[src/rtl/fios_res_pkg.sv]
// Shared types for the FIOS result collector: digit width, collector states and digit type.
package fios_res_pkg;

  localparam int DIGIT_W = 17;

  typedef enum logic [1:0] {IDLE, COLLECT, HOLD} collect_state_t;

  typedef logic [DIGIT_W-1:0] digit_t;

endpackage

[src/rtl/fios_digit_sub.sv]
// One digit of a serial subtractor: computes a + ~b + cin as an 18-bit {cout, d}.
// cout=1 means no borrow out of this digit.
module fios_digit_sub
  import fios_res_pkg::*;
(
  input  logic [DIGIT_W-1:0] a_i,
  input  logic [DIGIT_W-1:0] b_i,
  input  logic               cin_i,
  output logic [DIGIT_W-1:0] d_o,
  output logic               cout_o
);

  logic [DIGIT_W:0] sum;

  assign sum = {1'b0, a_i} + {1'b0, ~b_i} + {{DIGIT_W{1'b0}}, cin_i};
  assign {cout_o, d_o} = sum;

endmodule

[src/rtl/fios_res_collector.sv]
// Collects the FIOS multiplier result digits (LSB first) and hands the full word downstream.
// Define FIOS_FINAL_SUB_EN to add the digit-serial final Montgomery subtraction (result >= p ? result - p : result).
module fios_res_collector
  import fios_res_pkg::*;
#(
  parameter int unsigned s = 8
) (
  input  logic                 clock_i,
  input  logic                 reset_i,
  input  logic                 res_valid_i,
  input  logic [DIGIT_W-1:0]   res_i,
  input  logic [s*DIGIT_W-1:0] p_i,
  output logic                 busy_o,
  output logic [s*DIGIT_W-1:0] result_o,
  output logic                 valid_o,
  input  logic                 ready_i,
  output logic                 overflow_o
);

  localparam int W     = s * DIGIT_W;
  localparam int CNT_W = (s > 1) ? $clog2(s) : 1;

  collect_state_t   state_q, state_d;
  logic [CNT_W-1:0] cnt_q, cnt_d;
  logic [W-1:0]     raw_q, raw_d;
  logic [W-1:0]     result_q, result_d;
  logic             valid_q, valid_d;
  logic             busy_q, busy_d;
  logic             overflow_q, overflow_d;

  logic             accept;
  logic [CNT_W-1:0] idx;
  logic             last;

  // A digit is taken in IDLE/COLLECT, or in HOLD only when the held word is being accepted.
  assign accept = res_valid_i && ((state_q != HOLD) || ready_i);
  assign idx    = (state_q == COLLECT) ? cnt_q : '0;
  assign last   = (idx == CNT_W'(s - 1));

`ifdef FIOS_FINAL_SUB_EN
  logic             carry_q, carry_d;
  logic [W-1:0]     diff_q, diff_d;
  logic [DIGIT_W-1:0] p_digit;
  logic [DIGIT_W-1:0] sub_d;
  logic             sub_cin;
  logic             sub_cout;

  assign p_digit = p_i[idx*DIGIT_W +: DIGIT_W];
  assign sub_cin = (idx == '0) ? 1'b1 : carry_q;

  fios_digit_sub u_digit_sub (
    .a_i    (res_i),
    .b_i    (p_digit),
    .cin_i  (sub_cin),
    .d_o    (sub_d),
    .cout_o (sub_cout)
  );
`endif

  always_comb begin
    state_d    = state_q;
    cnt_d      = cnt_q;
    raw_d      = raw_q;
    result_d   = result_q;
    valid_d    = valid_q;
    overflow_d = overflow_q;
`ifdef FIOS_FINAL_SUB_EN
    carry_d    = carry_q;
    diff_d     = diff_q;
`endif

    if (state_q == HOLD && ready_i) begin
      state_d = IDLE;
      valid_d = 1'b0;
    end

    if (state_q == HOLD && res_valid_i && !ready_i) begin
      overflow_d = 1'b1;
    end

    if (accept) begin
      raw_d[idx*DIGIT_W +: DIGIT_W] = res_i;
`ifdef FIOS_FINAL_SUB_EN
      diff_d[idx*DIGIT_W +: DIGIT_W] = sub_d;
      carry_d = sub_cout;
`endif
      if (last) begin
        state_d = HOLD;
        cnt_d   = '0;
        valid_d = 1'b1;
`ifdef FIOS_FINAL_SUB_EN
        // Final carry out of the top digit set means no borrow, i.e. result >= p.
        result_d = sub_cout ? diff_d : raw_d;
`else
        result_d = raw_d;
`endif
      end else begin
        state_d = COLLECT;
        cnt_d   = idx + CNT_W'(1);
      end
    end

    busy_d = (state_d != IDLE);
  end

  always_ff @(posedge clock_i) begin
    if (reset_i) begin
      state_q    <= IDLE;
      cnt_q      <= '0;
      raw_q      <= '0;
      result_q   <= '0;
      valid_q    <= 1'b0;
      busy_q     <= 1'b0;
      overflow_q <= 1'b0;
`ifdef FIOS_FINAL_SUB_EN
      carry_q    <= 1'b1;
      diff_q     <= '0;
`endif
    end else begin
      state_q    <= state_d;
      cnt_q      <= cnt_d;
      raw_q      <= raw_d;
      result_q   <= result_d;
      valid_q    <= valid_d;
      busy_q     <= busy_d;
      overflow_q <= overflow_d;
`ifdef FIOS_FINAL_SUB_EN
      carry_q    <= carry_d;
      diff_q     <= diff_d;
`endif
    end
  end

  assign busy_o     = busy_q;
  assign result_o   = result_q;
  assign valid_o    = valid_q;
  assign overflow_o = overflow_q;

endmodule

[config.mk]
export PLATFORM = sky130hd
export DESIGN_NAME = fios_res_collector
export DESIGN_NICKNAME = d
export VERILOG_FILES = /design/src/rtl/fios_res_pkg.sv /design/src/rtl/fios_digit_sub.sv /design/src/rtl/fios_res_collector.sv
export SDC_FILE = /design/constraint.sdc
export NUM_CORES = 1
export LEC_CHECK = 0
export ABC_AREA = 1
export CAP_MARGIN = 20
export CORE_MARGIN = 4
export CORE_UTILIZATION = 51
export CTS_BUF_LIST = sky130_fd_sc_hd__clkbuf_4 sky130_fd_sc_hd__clkbuf_8
export DETAILED_ROUTE_END_ITERATION = 12
export GPL_ROUTABILITY_DRIVEN = 0
export PLACE_DENSITY = 0.88
export SLEW_MARGIN = 10
export SYNTH_ARGS = -nofsm -noshare
export SYNTH_HDL_FRONTEND = slang
export SYNTH_SLANG_ARGS = --single-unit
[constraint.sdc]
create_clock -name clock_i -period 2.3 [get_ports clock_i]
set_input_delay 0.46 -clock clock_i [delete_from_list [all_inputs] [get_ports clock_i]]
set_output_delay 0.46 -clock clock_i [all_outputs]
set_load 0.1 [all_outputs]
After elaboration in Yosys (flattened, before gate mapping):

Index checks and enable logic that the tools add are counted.
Widths: inputs -> output; s select.

* $add $sub $neg: 2
* multipliers: 1
* divide/modulo/power cells: 0
* magnitude comparators: 0
* equality and inequality tests: 4
* shift-type cells: 2
* muxes and demuxes: 9
* bitwise logic cells: 0
* reductions and logical operators: 8

Operator list (count)
* $bwmux 136: 1
* $shift 17x34->136 const A: 1
* $shiftx 17x34->136: 1
* $neg 8->34: 1
* $mul 3x5->8 const B: 1
* $mux 2: 3
* $mux 3: 2
* $logic_and 1x1->1: 4
* $add 3x1->3 const B: 1
* $eq 3x3->1 const B: 1
* $mux 1: 3
* $eq 2x1->1 const B: 1
* $eq 2x2->1 const B: 1
* $ne 2x2->1 const B: 1
* $reduce_and 2->1: 1
* $reduce_bool 2->1: 1
* $logic_not 1->1: 1
* $logic_or 1x1->1: 1

* register bits: 280
* bits in latches: 0
* memory bits (writable): 0
* bits in read-only memories: 0
* output and inout bits: 139
* word-level logic and storage cells: 33
* memories kept: 0

Longest topological paths before layout:

Gate-level depths: netlist of run 1.

* depth in word-level cells: 6
* mapped depth: 12
* mapped depth without buffers: 10

Worst setup path before layout of run 1:

Ideal clock, no wire load.

* path kind: register to register
* from: register state_q[1]
* to: register result_q[24] (netlist: result_o[24])
* arrival time: 1.799 ns
* required time: 2.185 ns
* slack: 0.386 ns
* stages on the path, launching flop included: 10
* buffers on the path: 2
* period minus slack after synthesis: 1.914 ns
* cells stage by stage: dfxtp_1 -> inv_2 -> nand3_4 -> inv_1 -> ha_1 -> buf_1 -> clkbuf_1 -> nand3_1 -> nand3_1 -> nand2_1

* cells in the longest elaborated chain, start to end: 6

Ends and longest elaborated chain
* start, declared: line fios_res_collector.sv:23 `collect_state_t state_q, state_d;`
* start signal, assigned: line fios_res_collector.sv:120 `state_q <= state_d;`
* $eq 2x1->1: line fios_res_collector.sv:37 `assign idx = (state_q == COLLECT) ? cnt_q : '0;`
* $mux 3: line fios_res_collector.sv:37
* $mul 3x5->8: line fios_res_collector.sv:82 `raw_d[idx*DIGIT_W +: DIGIT_W] = res_i;`
* $neg 8->34: line fios_res_collector.sv:82
* $shiftx 17x34->136 or $shift 17x34->136 (tied branches): line fios_res_collector.sv:82
* $bwmux 136: line fios_res_collector.sv:82
* end signal, assigned: line fios_res_collector.sv:123 `result_q <= result_d;`
* end, declared: line fios_res_collector.sv:26 `logic [W-1:0] result_q, result_d;`

Parallel ways exist; a longest one is shown, timed or not.
A chain may end at the register's enable or synchronous reset.

Worst setup path in the final report of run 1:

* from: register state_q[1]
* to: register result_q[2] (netlist: result_o[2])

Same word-level chain as after synthesis.

==> results.py, run 1 <==
metrics = {
    "worst_setup_path": {
        "end_kind": "flip-flop",
        "required_ns": 2.78,
        "reg2reg_from": "state_q[1]",
        "worstReg2RegEnd": "result_o[2]",
        "crit_type": "reg2reg",
        "cp-start-kind": "flip-flop",
        "crit_arrival_ns": 2.61,
        "r2r_slack_ns": 0.16,
        "reg2reg_depth": 10,
        "cp_max_fo": 78,
    },
    "logic_synthesis": {
        "ys_ff_latch": 280,
        "synth.top_cell.area_share_pct": 46.9,
        "syn_inst": 1740,
        "ys_warn_count": 0,
        "ys_seq_area_share_pct": 46.9,
        "avgSynthCellArea_sq_um": 6.87,
        "syn_nets": 1903,
        "synth.distinct_cells": 25,
        "synth_area_leaders": "dfxtp_1 (47%), nand2_1 (25%), nand3_1 (15%), inv_1 (5.2%), buf_2 (2.4%)",
        "synth_most_common_cell": "nand2_1",
        "syn_area_sq_um": 11900,
        "synth_edf_count": 0,
        "async_reset_ff_share_pct": 0,
        "synthFlopType": "dfxtp_1",
        "yosys.area.top_type": "dfxtp_1",
        "yosys-top-cells-count": "nand2_1 (792), nand3_1 (360), dfxtp_1 (280)",
    },
    "routing": {
        "vias_per_cell": 5.21,
        "wl_per_cell_um": 14.6,
        "drt_iter0_drc": 1083,
        "antenna_left": 0,
        "drc": 0,
        "vias": 11700,
        "finalWirelength_mm": 32.8,
        "firstDrtPassIters": 5,
    },
    "sta": {
        "finalCritPeriodShare_pct": 92.8,
        "drv_slew": 0,
        "fin_crit_ns": 2.14,
        "fin_worst_skew_ns": 0.0214,
        "hold_viol_final": 0,
        "rsz0062_at_grt": "false",
        "tightestPinTransition_ns": 0.520,
        "fin_setup_tns_ns": 0,
        "maxSlewHeadroom_pct": 65.2,
        "finalSetupViolCount": 0,
        "max_freq_mhz": 468,
    },
    "place": {
        "dpl_cell_area_sq_um": 13500,
        "io_buffers": 159,
        "dp_hpwl_mm": 21.9,
    },
    "grt": {
        "grt_antenna_before_repair": 0,
        "track_usage_pct": 24.5,
        "grt_overflow": 0,
        "grt_pass1_vias": 11100,
        "grt_start_max_net_pins": 79,
        "grt_pass1_wl_mm": 53.1,
    },
    "clock_network": {
        "cts_htree_levels": 2,
        "cts_tree": "done",
        "clockBufferDepth": 3,
        "clockRootBuffer": "clkbuf_8",
        "clkSinkCount": 280,
        "cts_buffers": 45,
        "clkTransAtPathRegs_ns": 0.06,
        "clkLatencyLatePin_ns": 0.55,
    },
    "worst_hold_path": {
        "hold_path.class": "reg2reg",
        "whs_endpoint": "overflow_o",
        "hold_depth": 2,
        "worstHoldStart": "overflow_o",
    },
    "cells_and_area": {
        "diodes": 0,
        "syn_to_final_growth_pct": 21.9,
        "drive_above_1_share_pct": 15.2,
        "final_area_sq_um": 14600,
        "fillCellCount": 1976,
        "nets": 2058,
    },
    "floorplan": {
        "die_area_sq_um": 25900,
        "rows": 55,
        "die_height_um": 161,
        "die_x_um": 161,
        "start_util_pct": 52.3,
        "top_level_ports": 296,
        "core_area_sq_um": 22800,
    },
    "status": {
        "status": "completed",
    },
    "pwr": {
        "ir_drop_mv": 0.464,
        "power_density_nw_per_um2": 707,
        "p_leak_nw": 7.61,
    },
    "run": {
        "drv_cap": 0,
    },
}
## cell type report
cell class	count	area [sq um]	area share, %
clock inverter	9	75.1	0.516
clock buffer	74	943	6.48
inverter	173	652	4.48
sequential	280	5610	38.5
timing repair buffer	197	1710	11.7
tap	313	392	2.69
multi-input combinational	1198	5180	35.6
## worst max-delay path, cell delays in order, from the launching register on
cell and delay [ns]:
dfxtp_1 0.34, inv_2 0.12, nand3_4 0.14, inv_1 0.18, ha_1 0.19, ha_1 0.18
inv_1 0.08, nor2_4 0.16, buf_12 0.31, nand3_1 0.20, nand2_1 0.09
## placed cells by master, fill, tap and decap left out
cell type        synthesis  layout
nand2_1                792     792
nand3_1                360     360
dfxtp_1                280     279
inv_1                  167     166
buf_4                   15     162
clkbuf_8                 0      62
clkdlybuf4s50_1          0      20
buf_12                   0      14
clkbuf_4                 0      12
nand2_4                  7       8
clkinv_2                 0       8
ha_1                     6       6
nand2_2                  6       5
nor2_2                   5       5
inv_2                    5       4
a21oi_1                  4       4
nand3_2                  3       3
nand4_1                  3       3
nor2_4                   2       3
o21ai_0                  3       3
nor2_1                   3       2
clkinvlp_4               0       2
nand3_4                  1       1
clkinv_1                 1       1
nor2_8                   1       1
a22o_1                   1       1
a211o_1                  1       1
bufinv_16                0       1
buf_6                    8       1
dfxtp_2                  0       1
## through the flow
| stage | setup WS, ns | util, % | std cells | hold WS, ns | power (mW) |
|---|---|---|---|---|---|
| floorplan | 0.386 | - | 1740 | 0.426 | 5.49 |
| global placement | 0.0643 | 59.0 | 2159 | 0.435 | 5.69 |
| detailed placement | 0.00424 | 59.0 | 2159 | 0.439 | 5.71 |
| CTS | 0.00219 | 63.5 | 2242 | 0.450 | 10.3 |
| global route | 0.0254 | 63.7 | 2244 | 0.462 | 10.7 |
| finish | 0.165 | 63.7 | 2244 | 0.448 | 10.3 |
## registers in the layout, summed over array words and instances (netlist names)
name and count:
busy_o 1, cnt_q 3, overflow_o 1, raw_q 136
result_o 136, state_q 2, valid_o 1
## worst max-delay path by stage
stage | startpoint | depth (start not counted) | end | slack (ns)
2_1_floorplan | state_q[1] | 9 | result_o[24] | 0.39
3_3_place_gp | state_q[0] | 9 | result_o[69] | 0.06
3_5_place_dp | state_q[0] | 9 | result_o[72] | 0.004
4_1_cts | state_q[0] | 9 | result_o[69] | 0.002
5_1_grt | state_q[1] | 10 | result_o[2] | 0.03
6_report | state_q[1] | 10 | result_o[2] | 0.16
## what timing repair did
item / CTS / global route
hold buffers: 0 / 0
pin swaps: 1 / 1
resized for setup: 0 / 3
setup buffers: 0 / 2
setup endpoints to repair: 8 / 109
## cells by family after synthesis
family                   count (synthesis)  share of synthesized area [%]
flip-flops                             280                           46.9
AND/OR/NAND/NOR                       1183                           42.2
AO/OA/AOI/OAI                            9                          0.440
buffers and inverters                  262                           9.80
adder cells (fa/ha/maj)                  6                          0.628
## where the power goes
part / switching [mW] / internal, mW
Clock: 1.95 / 2.71
Combinational: 0.485 / 0.203
Sequential: 0.0328 / 4.91
## metal layers
layer | up-vias | global-route usage [%] | part of all wire, %
met5 | - | 0 | 0
met3 | 109 | 4.98 | 8.8
met1 | 5365 | 32.0 | 41
met4 | 0 | 11.0 | 4.6
met2 | 487 | 39.4 | 45
li1 | 5741 | - | -
(Power assumes the default switching activity.)
==> inputs of run 2 (changes only) <==
Settings changed: ABC_AREA 1 to unset, CORE_UTILIZATION 51 to 49.
==> run 2 against run 1 <==
Against the previous run: setup slack lost 0.32 ns; synthesized cell count shrank 48%; global-route usage grew 1.3 points; cell count shrank 35%; critical endpoint is now raw_q[70]; critical path depth is the same; die area shrank 8.2%; synthesized area shrank 12%; the run now ends with setup timing left; register-to-register slack lost 0.32 ns; clock skew grew 0.0070 ns; wire length shrank 0.21%; sequential share of layout area grew 0.75 points; highest routed layer unchanged; utilization grew 4.2 points.
==> results.py, run 2 <==
metrics = {
    "routing": {
        "drt_iter0_drc": 815,
        "wl_per_cell_um": 22.4,
        "firstDrtPassIters": 5,
        "antenna_left": 0,
        "finalWirelength_mm": 32.7,
        "vias": 8956,
        "vias_per_cell": 6.14,
        "drc": 0,
    },
    "cells_and_area": {
        "diodes": 0,
        "final_common_cell": "dfxtp_1",
        "syn_to_final_growth_pct": 36.2,
        "final_cell_mix": "dfxtp_1 (278), buf_4 (226), a22o_1 (136)",
        "nets": 1318,
        "drive_above_1_share_pct": 35.7,
        "final_area_sq_um": 14300,
        "post-route-util_pct": 68.0,
    },
    "floorplan": {
        "start_util_pct": 49.9,
        "top_level_ports": 296,
        "die_height_um": 154,
        "die_x_um": 154,
        "die_area_sq_um": 23800,
        "rows": 53,
        "core_area_sq_um": 21000,
    },
    "place": {
        "io_buffers": 159,
        "dpl_cell_area_sq_um": 12700,
        "post-place-ws_ns": -0.407,
        "dp_hpwl_mm": 19.9,
    },
    "worst_setup_path": {
        "crit_arrival_ns": 2.94,
        "crit_path_cell_trace": "and2b_2 -> nand2_4 -> ha_4 -> or3b_4 -> a2111oi_4 -> buf_4 -> buf_6 -> nor2b_4 -> buf_4 -> a22o_1",
        "required_ns": 2.79,
        "reg2reg_from": "state_q[1]",
        "cp_num_buf_inv": 3,
        "crit_type": "reg2reg",
        "cp_slowest_stage_delay_ns": 0.38,
        "cpMaxStageDelayCell": "or3b_4",
        "end_kind": "flip-flop",
        "path_common_cell": "buf_4",
        "cp_max_fo": 5,
        "cp-start-kind": "flip-flop",
        "startpoint": "state_q[1]",
        "cp_top_family": "simple AND/OR/NAND/NOR gates",
    },
    "worst_hold_path": {
        "hold_path.class": "reg2reg",
        "worstHoldStart": "result_o[12]",
    },
    "logic_synthesis": {
        "yosys.area.top_type": "dfxtp_1",
        "async_reset_ff_share_pct": 0,
        "avgSynthCellArea_sq_um": 11.7,
        "ys_seq_area_share_pct": 53.4,
        "ys_warn_count": 0,
        "synth_most_common_cell": "dfxtp_1",
        "synth_edf_count": 0,
        "synth.distinct_cells": 50,
        "synth.top_cell.area_share_pct": 53.4,
        "syn_inst": 900,
        "synthFlopType": "dfxtp_1",
        "synth_area_leaders": "dfxtp_1 (53%), a22o_1 (11%), a221o_1 (9.4%), and2_1 (4.8%), and3_1 (3.5%)",
        "ys_ff_latch": 280,
        "syn_nets": 1063,
        "yosys-top-cells-count": "dfxtp_1 (280), a22o_1 (136), a221o_1 (99)",
        "syn_area_sq_um": 10500,
    },
    "sta": {
        "hold_viol_final": 0,
        "whs_ns": 0.459,
        "max_freq_mhz": 407,
        "drv_slew": 0,
        "tightestPinTransition_ns": 0.594,
        "maxSlewHeadroom_pct": 60.3,
        "fin_worst_skew_ns": 0.0284,
        "rsz0062_at_grt": "true",
        "worst_slack_ns": -0.156,
        "fin_crit_ns": 2.46,
        "fin_setup_tns_ns": -5.79,
        "finalSetupViolCount": 76,
        "finalCritPeriodShare_pct": 107,
    },
    "clock_network": {
        "cts_hold_buf": 0,
        "clkTransAtPathRegs_ns": 0.06,
        "clockRootBuffer": "clkbuf_8",
        "cts_tree": "done",
        "clkLatencyLatePin_ns": 0.55,
        "cts_buffers": 44,
        "cts_htree_levels": 2,
        "clkSinkCount": 280,
        "clockBufferDepth": 3,
    },
    "pwr": {
        "p_leak_nw": 6.36,
        "comb_power_share_pct": 5.6,
        "sw_frac_of_total_pct": 22.5,
        "switchingPower_mw": 2.22,
        "power_density_nw_per_um2": 691,
        "p_int_mw": 7.65,
        "pwr-share-clk_pct": 44.8,
        "ir_drop_mv": 0.468,
        "p_seq_share_pct": 49.6,
    },
    "grt": {
        "grt_pass1_vias": 8763,
        "grt_antenna_before_repair": 0,
        "grt_start_max_net_pins": 69,
        "grt_overflow": 0,
        "track_usage_pct": 25.7,
        "grt_pass1_wl_mm": 49.5,
    },
    "status": {
        "violations": "setup timing",
        "status": "complete, but fails checks",
    },
    "run": {
        "drv_cap": 0,
    },
}
-- run 2: cell count changes in the layout (fill, tap and decap cells not counted), sizes merged, moves of 15 or more --
| cell | previous run | this run |
|---|---|---|
| a221o | 0 | 119 |
| nand2 | 805 | 29 |
| a22o | 1 | 136 |
| and2 | 0 | 81 |
| and3 | 0 | 59 |
| o21ai | 3 | 18 |
| inv | 170 | 5 |
| mux2i | 0 | 22 |
| buf | 177 | 270 |
| nand3 | 364 | 1 |
-- run 2: area by class of cell --
| cell class | count | area (sq um) |
|---|---|---|
| Inverter | 5 | 28.8 |
| Tap cell | 275 | 344 |
| Clock inverter | 6 | 80.1 |
| Multi-Input combinational cell | 529 | 4600 |
| Timing Repair Buffer | 295 | 2780 |
| Sequential cell | 280 | 5610 |
| Fill cell | 1461 | 6740 |
| Clock buffer | 69 | 850 |
-- run 2: layer usage --
layer	vias to the layer above	routed length (um)	GRT usage [%]
li1	3985	-	-
met1	4389	13200	34.0
met2	504	15800	41.9
met3	78	2850	5.01
met4	0	880	9.84
met5	-	0	0
-- run 2: cells by family after synthesis --
kind of cell	synth area share, %
AO/OA/AOI/OAI	26.1
buffers and inverters	4.55
adder cells (fa/ha/maj)	0.716
multiplexers	2.25
XOR/XNOR	0.525
AND/OR/NAND/NOR	12.4
flip-flops	53.4
-- run 2: path summary, 6_finish.rpt --
path | endpoint | slack, ns | depth (start not counted)
min reg2reg | result_o[12] | 0.46 | 2
max reg2reg | raw_q[70] | -0.16 | 10
max | raw_q[70] | -0.16 | 10
min | result_o[12] | 0.46 | 2
-- run 2: metrics by stage --
stage                     instances  power, mW
after floorplan                 900       5.27
after global placement         1344       5.51
after detailed placement       1346       5.52
after CTS                      1442       9.89
after global routing           1459       10.2
final                          1459       9.87
-- run 2: power groups by stage --
stage,registers [mW],clock network (mW),logic (mW)
final,4.89,4.42,0.555
after global routing,4.89,4.68,0.586
after CTS,4.89,4.45,0.539
after detailed placement,5.00,0,0.526
after global placement,5.00,0,0.515
after floorplan,5.01,0,0.267
-- run 2: worst min-delay path, cell delays in order, from the launching register on --
cell,delay [ns]
dfxtp_1,0.32
nand2_1,0.05
o21ai_0,0.06
-- run 2: what timing repair did --
action                     in CTS  in global routing
buffers inserted               15                 18
pin swaps                      16                 45
resized for setup              36                 16
cloned                          8                  3
setup endpoints to repair     202                166
==> inputs of run 3 (changes only) <==
Settings changed: MAX_ROUTING_LAYER set to met4.
==> run 3 against run 2 <==
Against the previous run: the flow still finishes with violations (setup timing); critical path depth is the same; setup slack lost 0.0020 ns; critical path type unchanged; sequential share of layout area about the same; sequential power about the same; maximum frequency is essentially flat; non-clock buffer count unchanged; cell count is essentially flat; utilization about the same; clock power about the same; critical endpoint is now raw_q[75].
==> results.py, run 3 (synthesized netlist as in run 2, its figures left out) <==
metrics = {
    "cells_and_area": {
        "final_cell_mix": "dfxtp_1 (278), buf_4 (226), a22o_1 (136)",
        "nets": 1318,
        "final_area_sq_um": 14300,
        "final_common_cell": "dfxtp_1",
        "fillCellCount": 1461,
        "drive_above_1_share_pct": 35.7,
        "syn_to_final_growth_pct": 36.2,
    },
    "worst_setup_path": {
        "cp_top_family": "simple AND/OR/NAND/NOR gates",
        "required_ns": 2.77,
        "path_common_cell": "buf_6",
        "worstReg2RegEnd": "raw_q[75]",
        "cp_num_buf_inv": 3,
        "crit_arrival_ns": 2.93,
        "r2r_slack_ns": -0.16,
        "reg2reg_from": "state_q[1]",
        "cp-start-kind": "flip-flop",
        "cp_slowest_stage_delay_ns": 0.38,
        "reg2reg_depth": 10,
        "cpMaxStageDelayCell": "or3b_4",
        "crit_type": "reg2reg",
        "cp_max_fo": 5,
        "crit_path_cell_trace": "and2b_2 -> nand2_4 -> ha_4 -> or3b_4 -> a2111oi_4 -> buf_4 -> buf_6 -> nor2b_4 -> buf_6 -> a22o_1",
        "end_kind": "flip-flop",
    },
    "pwr": {
        "p_leak_nw": 6.36,
        "pwr-share-clk_pct": 44.8,
        "p_int_mw": 7.65,
        "ir_drop_mv": 0.470,
        "power_mw": 9.88,
        "switchingPower_mw": 2.23,
        "p_seq_share_pct": 49.5,
        "sw_frac_of_total_pct": 22.6,
        "power_density_nw_per_um2": 691,
        "comb_power_share_pct": 5.6,
    },
    "sta": {
        "finalSetupViolCount": 79,
        "hold_viol_final": 0,
        "fin_crit_ns": 2.46,
        "fin_setup_tns_ns": -5.78,
        "tightestPinTransition_ns": 0.599,
        "drv_slew": 0,
        "max_freq_mhz": 407,
        "finalCritPeriodShare_pct": 107,
        "worst_slack_ns": -0.158,
        "rsz0062_at_grt": "true",
        "whs_ns": 0.460,
        "maxSlewHeadroom_pct": 60.0,
        "fin_worst_skew_ns": 0.0214,
    },
    "floorplan": {
        "die_height_um": 154,
        "start_util_pct": 49.9,
        "die_x_um": 154,
        "core_area_sq_um": 21000,
        "die_area_sq_um": 23800,
        "top_level_ports": 296,
        "rows": 53,
    },
    "clock_network": {
        "clkSinkCount": 280,
        "cts_hold_buf": 0,
        "clkLatencyLatePin_ns": 0.55,
        "clkTransAtPathRegs_ns": 0.06,
        "cts_htree_levels": 2,
        "cts_tree": "done",
        "cts_buffers": 44,
        "clockRootBuffer": "clkbuf_8",
        "clockBufferDepth": 3,
    },
    "grt": {
        "grt_antenna_before_repair": 0,
        "grt_overflow": 0,
        "track_usage_pct": 26.5,
        "grt_pass1_wl_mm": 49.5,
        "grt_start_max_net_pins": 69,
        "grt_pass1_vias": 8758,
    },
    "routing": {
        "drt_iter0_drc": 732,
        "drc": 0,
        "wl_per_cell_um": 22.4,
        "antenna_left": 0,
        "finalWirelength_mm": 32.8,
        "vias_per_cell": 6.11,
        "vias": 8925,
        "firstDrtPassIters": 5,
    },
    "run": {
        "drv_cap": 0,
    },
    "worst_hold_path": {
        "hold_path.class": "reg2reg",
        "worstHoldStart": "result_o[12]",
        "hold_depth": 2,
        "whs_endpoint": "result_o[12]",
    },
    "place": {
        "dp_hpwl_mm": 19.9,
        "dpl_cell_area_sq_um": 12700,
        "io_buffers": 159,
    },
    "status": {
        "violations": "setup timing",
        "status": "complete, but fails checks",
    },
}
run 3: cell types whose count changed in the layout (fill, tap and decap cells not counted), sizes merged:
| cell | previous run | this run |
|---|---|---|
| diode | 0 | 1 |
run 3: final cells by class:
class                           count  area [sq um]  share of cell area [%]
Clock inverter                      6          80.1                   0.560
Multi-Input combinational cell    529          4600                    32.2
Antenna cell                        1          2.50                  0.0175
Timing Repair Buffer              295          2780                    19.4
Tap cell                          275           344                    2.41
Inverter                            5          28.8                   0.201
Sequential cell                   280          5610                    39.3
Clock buffer                       69           850                    5.95
run 3: repair_timing:
item | CTS | global route
hold endpoints to repair | 0 | 0
endpoints found under the setup margin | 202 | 166
gates resized for setup | 36 | 16
cloned | 8 | 3
pin swaps | 16 | 45
setup buffers | 15 | 18
run 3: worst max path at each step:
stage,from,to,slack (ns),cells past startpoint
after floorplan,state_q[0],result_o[81],-0.24,11
after global placement,ready_i,raw_q[63],-0.38,6
after detailed placement,ready_i,raw_q[107],-0.41,6
after CTS,state_q[1],result_o[59],-0.13,12
after global routing,state_q[1],raw_q[76],-0.22,10
final,state_q[1],raw_q[75],-0.16,10
run 3: worst reg2reg max path: stages, from the launching register on:
cell	delay, ns
dfxtp_2	0.32
and2b_2	0.27
nand2_4	0.09
ha_4	0.19
or3b_4	0.38
a2111oi_4	0.33
buf_4	0.22
buf_6	0.10
nor2b_4	0.19
buf_6	0.15
a22o_1	0.13
run 3: power groups by stage:
| stage | Clock [mW] | Sequential, mW | Combinational, mW |
|---|---|---|---|
| CTS | 4.45 | 4.89 | 0.539 |
| detailed placement | 0 | 5.00 | 0.526 |
| finish | 4.43 | 4.89 | 0.557 |
| global placement | 0 | 5.00 | 0.515 |
| floorplan | 0 | 5.01 | 0.267 |
| global route | 4.67 | 4.89 | 0.586 |
run 3: layer usage:
layer | routed length (um) | vias up | global-route usage (%) | part of all wire (%)
li1 | - | 3978 | - | -
met1 | 13400 | 4393 | 34.5 | 41
met2 | 15700 | 472 | 41.9 | 48
met3 | 2690 | 82 | 4.31 | 8.2
met4 | 936 | 0 | 9.76 | 2.9
met5 | 0 | - | - | 0
run 3: per-stage QoR:
step,setup slack [ns],util [%],instances
2_1_floorplan,-0.243,-,900
6_report,-0.158,68.0,1460
3_3_place_gp,-0.380,60.4,1344
3_5_place_dp,-0.407,60.5,1346
4_1_cts,-0.135,66.9,1442
5_1_grt,-0.221,68.0,1459
